[config.mk]
export PLATFORM = sky130hd
export DESIGN_NAME = sum_window_accum
export DESIGN_NICKNAME = d
export VERILOG_FILES = /design/src/rtl/sum_accum_pkg.sv /design/src/rtl/sum_byte_tx.sv /design/src/rtl/sum_window_accum.sv
export SDC_FILE = /design/constraint.sdc
export NUM_CORES = 1
export LEC_CHECK = 0
export BUFFER_PORTS_ARGS = -buffer_cell sky130_fd_sc_hd__buf_2
export CAP_MARGIN = 20
export CORE_UTILIZATION = 55
export CTS_BUF_LIST = sky130_fd_sc_hd__clkbuf_2
export DETAILED_ROUTE_END_ITERATION = 8
export GPL_TIMING_DRIVEN = 1
export PLACE_DENSITY = 0.75
export SYNTH_ARGS = -nofsm -noshare
export SYNTH_HDL_FRONTEND = slang
export SYNTH_HIERARCHICAL = 1
export SYNTH_SLANG_ARGS = --single-unit
export TNS_END_PERCENT = 30
[constraint.sdc]
create_clock -name clk -period 7.1 [get_ports clk]
set_input_delay 1.42 -clock clk [delete_from_list [all_inputs] [get_ports clk]]
set_output_delay 1.42 -clock clk [all_outputs]
set_load 0.005 [all_outputs]
[src/rtl/sum_accum_pkg.sv]
// Shared types and helpers for the windowed sum accumulator.
`timescale 1ns/1ps
package sum_accum_pkg;

    localparam int ACC_W  = 16;
    localparam int BYTE_W = 8;

    typedef enum logic [1:0] {
        IDLE    = 2'd0,
        SEND_LO = 2'd1,
        SEND_HI = 2'd2
    } tx_state_t;

    // Adds a byte to a 16-bit total. Bit ACC_W of the result is the carry
    // (the true sum exceeded 0xFFFF). The low ACC_W bits are either the
    // wrapped sum or, when sat is set and there was a carry, 0xFFFF.
    function automatic logic [ACC_W:0] sat_add16(
        input logic [ACC_W-1:0]  a,
        input logic [BYTE_W-1:0] b,
        input logic              sat
    );
        logic [ACC_W:0] s;
        s = {1'b0, a} + {{(ACC_W + 1 - BYTE_W){1'b0}}, b};
        if (sat && s[ACC_W]) begin
            s = {1'b1, {ACC_W{1'b1}}};
        end
        return s;
    endfunction

endpackage

[src/rtl/sum_byte_tx.sv]
// Holds one 16-bit total and sends it as two bytes (low, then high) over a
// valid/ready handshake. busy is high whenever the hold register is in use.
`timescale 1ns/1ps
module sum_byte_tx
    import sum_accum_pkg::*;
(
    input  logic             clk,
    input  logic             rst_n,
    input  logic             ena,
    input  logic             load,
    input  logic [ACC_W-1:0] load_value,
    input  logic             out_ready,
    output logic [7:0]       out_data,
    output logic             out_valid,
    output logic             out_last,
    output logic             busy
);

    tx_state_t        state_q, state_d;
    logic [ACC_W-1:0] hold_q;

    // State and hold register; load only arrives while idle, so hold is
    // never overwritten while a byte of it is pending.
    always_ff @(posedge clk or negedge rst_n) begin
        if (!rst_n) begin
            state_q <= IDLE;
            hold_q  <= '0;
        end else begin
            state_q <= state_d;
            if (load) begin
                hold_q <= load_value;
            end
        end
    end

    // Next state and byte outputs; outputs depend only on state and hold so
    // they stay stable while the sink stalls.
    always_comb begin
        state_d   = state_q;
        out_valid = 1'b0;
        out_data  = '0;
        out_last  = 1'b0;
        case (state_q)
            IDLE: begin
                if (load) begin
                    state_d = SEND_LO;
                end
            end
            SEND_LO: begin
                out_valid = 1'b1;
                out_data  = hold_q[BYTE_W-1:0];
                if (out_ready && ena) begin
                    state_d = SEND_HI;
                end
            end
            SEND_HI: begin
                out_valid = 1'b1;
                out_data  = hold_q[ACC_W-1:BYTE_W];
                out_last  = 1'b1;
                if (out_ready && ena) begin
                    state_d = IDLE;
                end
            end
            default: begin
                state_d = IDLE;
            end
        endcase
    end

    assign busy = (state_q != IDLE);

endmodule

[src/rtl/sum_window_accum.sv]
// Accumulates WINDOW accepted samples into a 16-bit total and hands each
// total to sum_byte_tx for byte-serial output. Build option SUM_ACC_SAT_EN
// makes the accumulator saturate at 0xFFFF instead of wrapping.
// WINDOW must lie in 2..1024.
`timescale 1ns/1ps
module sum_window_accum
    import sum_accum_pkg::*;
#(
    parameter int WINDOW = 16
) (
    input  logic       clk,
    input  logic       rst_n,
    input  logic       ena,
    input  logic [7:0] in_data,
    input  logic       in_valid,
    output logic       in_ready,
    output logic [7:0] out_data,
    output logic       out_valid,
    input  logic       out_ready,
    output logic       out_last,
    output logic       ovf
);

    localparam int               CNT_W    = $clog2(WINDOW);
    localparam logic [CNT_W-1:0] LAST_CNT = CNT_W'(WINDOW - 1);

`ifdef SUM_ACC_SAT_EN
    localparam logic SAT_EN = 1'b1;
`else
    localparam logic SAT_EN = 1'b0;
`endif

    logic [ACC_W-1:0] acc_q, acc_d;
    logic [CNT_W-1:0] cnt_q, cnt_d;
    logic             ovf_q, ovf_d;
    logic             live_q;
    logic [ACC_W:0]   sum;
    logic             window_last;
    logic             accept;
    logic             tx_busy;

    assign sum         = sat_add16(acc_q, in_data, SAT_EN);
    assign window_last = (cnt_q == LAST_CNT);
    // The closing sample waits until the previous total has left the hold
    // register; every other sample flows freely during a send.
    assign in_ready    = live_q & ena & ~(tx_busy & window_last);
    assign accept      = in_valid & in_ready;
    assign ovf         = ovf_q;

    // Accumulator, sample counter and sticky overflow next-state.
    always_comb begin
        acc_d = acc_q;
        cnt_d = cnt_q;
        ovf_d = ovf_q;
        if (accept) begin
            if (window_last) begin
                acc_d = '0;
                cnt_d = '0;
            end else begin
                acc_d = sum[ACC_W-1:0];
                cnt_d = cnt_q + 1'b1;
            end
            if (sum[ACC_W]) begin
                ovf_d = 1'b1;
            end
        end
    end

    // State registers; live_q keeps in_ready low until the first edge
    // after reset release.
    always_ff @(posedge clk or negedge rst_n) begin
        if (!rst_n) begin
            acc_q  <= '0;
            cnt_q  <= '0;
            ovf_q  <= 1'b0;
            live_q <= 1'b0;
        end else begin
            acc_q  <= acc_d;
            cnt_q  <= cnt_d;
            ovf_q  <= ovf_d;
            live_q <= 1'b1;
        end
    end

    sum_byte_tx u_tx (
        .clk        (clk),
        .rst_n      (rst_n),
        .ena        (ena),
        .load       (accept & window_last),
        .load_value (sum[ACC_W-1:0]),
        .out_ready  (out_ready),
        .out_data   (out_data),
        .out_valid  (out_valid),
        .out_last   (out_last),
        .busy       (tx_busy)
    );

endmodule

==> results of run 1 <==
[cell usage in the layout, fill, tap and decap left out, drive strengths merged]
master	Yosys	routed
dfrtp	40	40
buf	7	26
nand2	18	18
mux2	18	18
ha	14	14
o21ai	10	10
a21oi	9	9
a22o	9	9
nor2	9	9
xor2	8	8
a22oi	8	8
nor2b	8	8
o211ai	8	8
xnor2	7	7
inv	5	5
or4	5	5
clkbuf	2	5
nand3	5	5
a21o	4	4
a211oi	3	3
nand4	3	3
a31oi	3	3
and3	2	2
nor3	2	2
clkinv	0	2
o22ai	1	1
and4	1	1
or2	1	1
o41ai	1	1
mux2i	1	1
fa	1	1
bufinv	0	1
conb	1	1
o2bb2ai	1	1
o21a	1	1
[cell usage after synthesis, types with 2 or more instances]
library cell / n
dfrtp_1: 40
nand2_1: 18
mux2_2: 16
ha_1: 14
a21oi_1: 9
a22o_1: 9
o21ai_0: 9
a22oi_1: 8
nor2_1: 8
nor2b_1: 8
xor2_1: 8
xnor2_1: 7
inv_1: 5
o211ai_1: 5
or4_1: 5
a21o_1: 4
nand3_1: 4
a211oi_1: 3
a31oi_1: 3
buf_2: 3
nand4_1: 3
o211ai_2: 3
and3_1: 2
buf_4: 2
buf_6: 2
clkbuf_1: 2
mux2_4: 2
[kinds of logic after synthesis]
logic type	share of synthesized area [%]
compound gates	18.4
xor+xnor	5.60
fa+ha+maj	8.32
buf+inv	3.36
flops	42.7
mux	9.39
other cells	0.160
simple gates	12.1
[layout make-up]
| cell class | instances | area [um^2] | share of cell area [%] |
|---|---|---|---|
| multi-input combinational | 162 | 1270 | 49.6 |
| sequential | 40 | 1000 | 39.2 |
| timing repair buffer | 26 | 135 | 5.30 |
| tap | 50 | 62.6 | 2.45 |
| clock inverter | 3 | 42.5 | 1.67 |
| clock buffer | 5 | 25.0 | 0.981 |
| inverter | 5 | 18.8 | 0.736 |
[routing by layer]
metal / vias up / share of wire, % / routed length [um]
li1: 840 / - / -
met1: 855 / 46 / 2190
met2: 49 / 47 / 2240
met3: 9 / 5.0 / 240
met4: 0 / 2.0 / 93
met5: - / 0 / 0
[final timing paths]
| kind | end | depth (start not counted) | startpoint | slack (ns) |
|---|---|---|---|---|
| min | cnt_q[3]$_DFFE_PN0P_ | 1 | cnt_q[3]$_DFFE_PN0P_ | 0.51 |
| max in group asynchronous | acc_q[6]$_DFFE_PN0P_ | 1 | rst_n | 5.43 |
| max | out_data[7] | 5 | u_tx/state_q[0]$_DFFE_PN0P_ | 3.82 |
| max reg2reg | u_tx/state_q[0]$_DFFE_PN0P_ | 7 | cnt_q[0]$_DFFE_PN0P_ | 4.44 |
| min reg2reg | cnt_q[3]$_DFFE_PN0P_ | 1 | cnt_q[3]$_DFFE_PN0P_ | 0.51 |
| min in group asynchronous | acc_q[11]$_DFFE_PN0P_ | 1 | rst_n | 1.10 |
[flip-flops by register name, summed over array words and instances (netlist names)]
register and count:
live_q 1, cnt_q 4, u_tx/hold_q 16, acc_q 16, ovf 1, u_tx/state_q 2
[power groups by stage]
stage / Clock [mW] / Combinational, mW / Sequential, mW
after global routing: 0.149 / 0.478 / 0.364
after floorplan: 0 / 0.335 / 0.343
final: 0.137 / 0.440 / 0.354
after global placement: 0 / 0.423 / 0.355
after detailed placement: 0 / 0.433 / 0.359
after CTS: 0.141 / 0.438 / 0.353
==> results.sh, run 1 <==
export IMPL_start_util_pct=57.8
export IMPL_post_cts_resized=0
export IMPL_worstMarginPinSlew_ns=0.894
export IMPL_drc=0
export IMPL_drt_initial_drc_count=157
export IMPL_dp_cells=283
export IMPL_synth_top_area_share_pct=42.7
export IMPL_yosysWarningCount=6
export IMPL_leakage_nw=1.21
export IMPL_synth_distinct_cells=41
export IMPL_p_int_mw=0.564
export IMPL_crit_fanout=10
export IMPL_grt_overflow_total=0
export IMPL_clk_pin_slew_ns=0.21
export IMPL_slew_headroom_pct=40.4
export IMPL_hold_ws_ns=0.507
export IMPL_ant_nets=0
export IMPL_use_met3_pct=7.09
export IMPL_slew_viol_final=0
export IMPL_fill_cells=327
export IMPL_wl_per_cell_um=16.3
export IMPL_synth_edf_count=0
export IMPL_cts_buffers=5
export IMPL_gp_congestion=0.818
export IMPL_grt_met2_usage_pct=37.9
export IMPL_syn2layout_area_growth_pct=8.75
export IMPL_io_pins=25
export IMPL_finalInstanceArea_mm2=0.00255
export IMPL_fmax_mhz=305
export IMPL_place_hpwl_um=3300
export IMPL_core_mm2=0.00406
export IMPL_ctsHtreeMaxLevel=2
export IMPL_finalSetupViolations=0
export IMPL_startpoint_type="register"
export IMPL_ir_worst_vdd_uv=214
export IMPL_cts_tree="done"
export IMPL_timing_critical_path_to_type="output port"
export IMPL_grtUsageTotal_pct=24.4
export IMPL_required_ns=5.68
export IMPL_first_pass_iters=4
export IMPL_cp_cell_sequence="inv_1, ha_1, a22oi_1, nor2b_1, buf_2"
export IMPL_synth_flop_cell="dfrtp_1"
export IMPL_diodes=0
export IMPL_cts_buffer_depth=2
export IMPL_grt_start_max_net_pins=41
export IMPL_post_cts_setup_buffers=0
export IMPL_clk_latency_ns=0.40
export IMPL_clock_sinks=40
export IMPL_synthTopCellsByArea="dfrtp_1 (43%), mux2_2 (7.7%), ha_1 (7.5%), a22o_1 (3.4%), xor2_1 (3.0%)"
export IMPL_synth_area_leader_cell="dfrtp_1"
export IMPL_status="finished, final reports clean"
export IMPL_switching_share_pct=39.4
export IMPL_cts_root_buf="clkbuf_2"
export IMPL_grt_use_met1_pct=32.1
export IMPL_synth_nets=244
export IMPL_port_buffers=24
export IMPL_die_width_um=67.3
export IMPL_final_util_pct=62.9
export IMPL_viasPerCell=6.02
export IMPL_die_h_um=67.3
export IMPL_power_share_clock_pct=14.7
export IMPL_period_needed_ns=3.28
export IMPL_nets=268
export IMPL_ys_seq_elements=40
export IMPL_grt_pass1_wl_um=7970
export IMPL_hold_viol=0
export IMPL_p_switching_mw=0.367
export IMPL_synth_area_mm2=0.00235
export IMPL_first_global_vias=1683
export IMPL_rows=23
export IMPL_critPathKind="reg -> out"
export IMPL_routed_via_count=1753
export IMPL_finalPower_mw=0.931
export IMPL_layout_drive_gt1_share_pct=25.3
export IMPL_path_buf_inv=2
export IMPL_yosysSeqAreaShare_pct=42.7
export IMPL_arrival_ns=1.86
export IMPL_post_place_ws_ns=3.62
export IMPL_grt_antenna_before_repair=0
export IMPL_syn_inst=216
export IMPL_hold_class="reg -> reg"
export IMPL_setup_tns_ns=0
export IMPL_avgSynthCellArea_um2=10.9
export IMPL_finalCritPeriodShare_pct=46.2
export IMPL_fin_ws_ns=3.82
export IMPL_top_usage_layer="met2"
export IMPL_wl_um=4760
export IMPL_stdcell_count=291
export IMPL_power_density_mw_per_mm2=365
export IMPL_combPwrFrac_pct=47.3
export IMPL_rsz0062_at_grt="no"
export IMPL_place_area_mm2=0.00248
export IMPL_seq_power_share_pct=38.0
export IMPL_maxCapViolCount=0
export IMPL_finClkSkew_ns=0.0146
export IMPL_max_stage_delay_ns=0.46
export IMPL_critPathTopFamily="flip-flops"
export IMPL_hold_buffers=0
export IMPL_synthArstFlopShare_pct=100
export IMPL_crit_path_top_delay_cell="dfrtp_1"
export IMPL_die_area_mm2=0.00453
(Power assumes the default switching activity.)
==> inputs of run 2 (changes only) <==
- clock period: 7.1 -> 3.4 ns (I/O delays scaled with it)
==> run 2 against run 1 <==
Compared with the run above:
- core utilization decreased by 0.062 points
- sequential cell count unchanged
- sequential share of layout area about the same
- final cell count unchanged
- sequential power increased by 110%
- clock power increased by 110%
- hold slack got worse by 0.15 ns
- highest routed layer unchanged
- non-clock buffer count unchanged
- global-route usage increased by 0.62 points
- combinational power increased by 110%
- critical endpoint unchanged
- critical path depth unchanged
==> results.sh, run 2 (same netlist as run 1, synthesis figures left out) <==
export IMPL_nets=268
export IMPL_leakage_nw=1.21
export IMPL_cts_tree="done"
export IMPL_finalCritPeriodShare_pct=76.3
export IMPL_wl_per_cell_um=16.8
export IMPL_grt_antenna_before_repair=0
export IMPL_fill_cells=341
export IMPL_crit_fanout=10
export IMPL_die_area_mm2=0.00453
export IMPL_hold_buffers=0
export IMPL_io_pins=25
export IMPL_finalSetupViolations=0
export IMPL_grt_start_max_net_pins=41
export IMPL_first_pass_iters=4
export IMPL_status="finished, final reports clean"
export IMPL_final_common_cell="dfrtp_1"
export IMPL_slew_viol_final=0
export IMPL_crit_path_top_delay_cell="dfrtp_1"
export IMPL_routed_via_count=1713
export IMPL_cp_cell_sequence="inv_1, ha_1, a22oi_1, nor2b_1, buf_2"
export IMPL_rsz0062_at_grt="no"
export IMPL_grt_pass1_wl_um=8200
export IMPL_die_h_um=67.3
export IMPL_layout_drive_gt1_share_pct=25.7
export IMPL_die_width_um=67.3
export IMPL_viasPerCell=5.89
export IMPL_wl_um=4890
export IMPL_clk_pin_slew_ns=0.21
export IMPL_hold_viol=0
export IMPL_power_density_mw_per_mm2=763
export IMPL_ant_nets=0
export IMPL_syn2layout_area_growth_pct=8.64
export IMPL_rows=23
export IMPL_port_buffers=24
export IMPL_grt_overflow_total=0
export IMPL_arrival_ns=1.91
export IMPL_post_cts_resized=0
export IMPL_cts_root_buf="clkbuf_2"
export IMPL_fmax_mhz=385
export IMPL_place_hpwl_um=3340
export IMPL_diodes=0
export IMPL_maxCapViolCount=0
export IMPL_reg_largest_list="acc_q (16), u_tx/hold_q (16), cnt_q (4)"
export IMPL_grtUsageTotal_pct=25.0
export IMPL_startpoint_type="register"
export IMPL_cts_buffers=5
export IMPL_ctsHtreeMaxLevel=2
export IMPL_post_cts_setup_buffers=0
export IMPL_drc=0
export IMPL_finClkSkew_ns=0.0194
export IMPL_start_util_pct=57.8
export IMPL_clock_sinks=40
export IMPL_timing_critical_path_to_type="output port"
export IMPL_post_place_ws_ns=0.648
export IMPL_ir_worst_vdd_uv=474
export IMPL_finalPower_mw=1.95
export IMPL_path_buf_inv=2
export IMPL_critPathKind="reg -> out"
export IMPL_worstMarginPinSlew_ns=0.904
export IMPL_slew_headroom_pct=39.8
export IMPL_core_mm2=0.00406
export IMPL_setup_tns_ns=0
export IMPL_hold_class="in -> async"
export IMPL_final_cell_mix="dfrtp_1 (40), buf_2 (24), nand2_1 (18)"
export IMPL_required_ns=2.72
export IMPL_gp_congestion=0.797
export IMPL_fin_ws_ns=0.805
export IMPL_max_stage_delay_ns=0.45
export IMPL_critPathTopFamily="flip-flops"
export IMPL_drt_initial_drc_count=149
export IMPL_cts_buffer_depth=2
export IMPL_clk_latency_ns=0.42
export IMPL_period_needed_ns=2.59
export IMPL_first_global_vias=1778
-- run 2: per-layer routing --
| layer | up-vias | track usage [%] | wire, um |
|---|---|---|---|
| li1 | 834 | - | - |
| met1 | 826 | 33.1 | 2280 |
| met2 | 45 | 39.6 | 2320 |
| met3 | 8 | 4.05 | 206 |
| met4 | 0 | 12.2 | 86 |
| met5 | - | 0 | 0 |
-- run 2: per-stage QoR --
stage	hold WS (ns)	area [um^2]	util [%]	instances
finish	0.352	2550	62.8	291
global route	0.413	2550	62.8	291
CTS	0.377	2550	62.8	291
detailed placement	0.474	2480	61.2	283
global placement	0.458	2480	61.2	283
floorplan	0.384	2350	-	216
-- run 2: area by class of cell --
cell class | count | area, um^2 | area share, %
Inverter | 5 | 18.8 | 0.736
Timing Repair Buffer | 26 | 135 | 5.30
Multi-Input combinational cell | 162 | 1270 | 49.7
Clock inverter | 2 | 35.0 | 1.37
Tap cell | 50 | 62.6 | 2.45
Sequential cell | 40 | 1000 | 39.3
Clock buffer | 6 | 30.0 | 1.18
-- run 2: worst register-to-register path: cells and delay by family (launching register included) --
family	cells	cell delay, ns
AND/OR/NAND/NOR	2	0.36
buffers and inverters	1	0.24
AO/OA/AOI/OAI	2	0.81
flip-flops	1	0.46
adder cells (fa/ha/maj)	1	0.20
multiplexers	1	0.30
-- run 2: power by group --
part           leakage (nW)  internal [mW]  switching [mW]  total (mW)
clock network        0.0430          0.126           0.163       0.290
logic                 0.663          0.428           0.487       0.915
registers             0.505          0.624           0.116       0.741
-- run 2: final timing paths --
kind	slack (ns)	endpoint	cells past startpoint	startpoint
max	0.81	out_data[7]	5	u_tx/state_q[0]$_DFFE_PN0P_
min	0.35	acc_q[14]$_DFFE_PN0P_	1	rst_n
max reg2reg	0.92	u_tx/state_q[0]$_DFFE_PN0P_	7	cnt_q[0]$_DFFE_PN0P_
min reg2reg	0.50	cnt_q[3]$_DFFE_PN0P_	1	cnt_q[3]$_DFFE_PN0P_
max in group asynchronous	2.48	acc_q[4]$_DFFE_PN0P_	1	rst_n
min in group clk	0.50	cnt_q[3]$_DFFE_PN0P_	1	cnt_q[3]$_DFFE_PN0P_
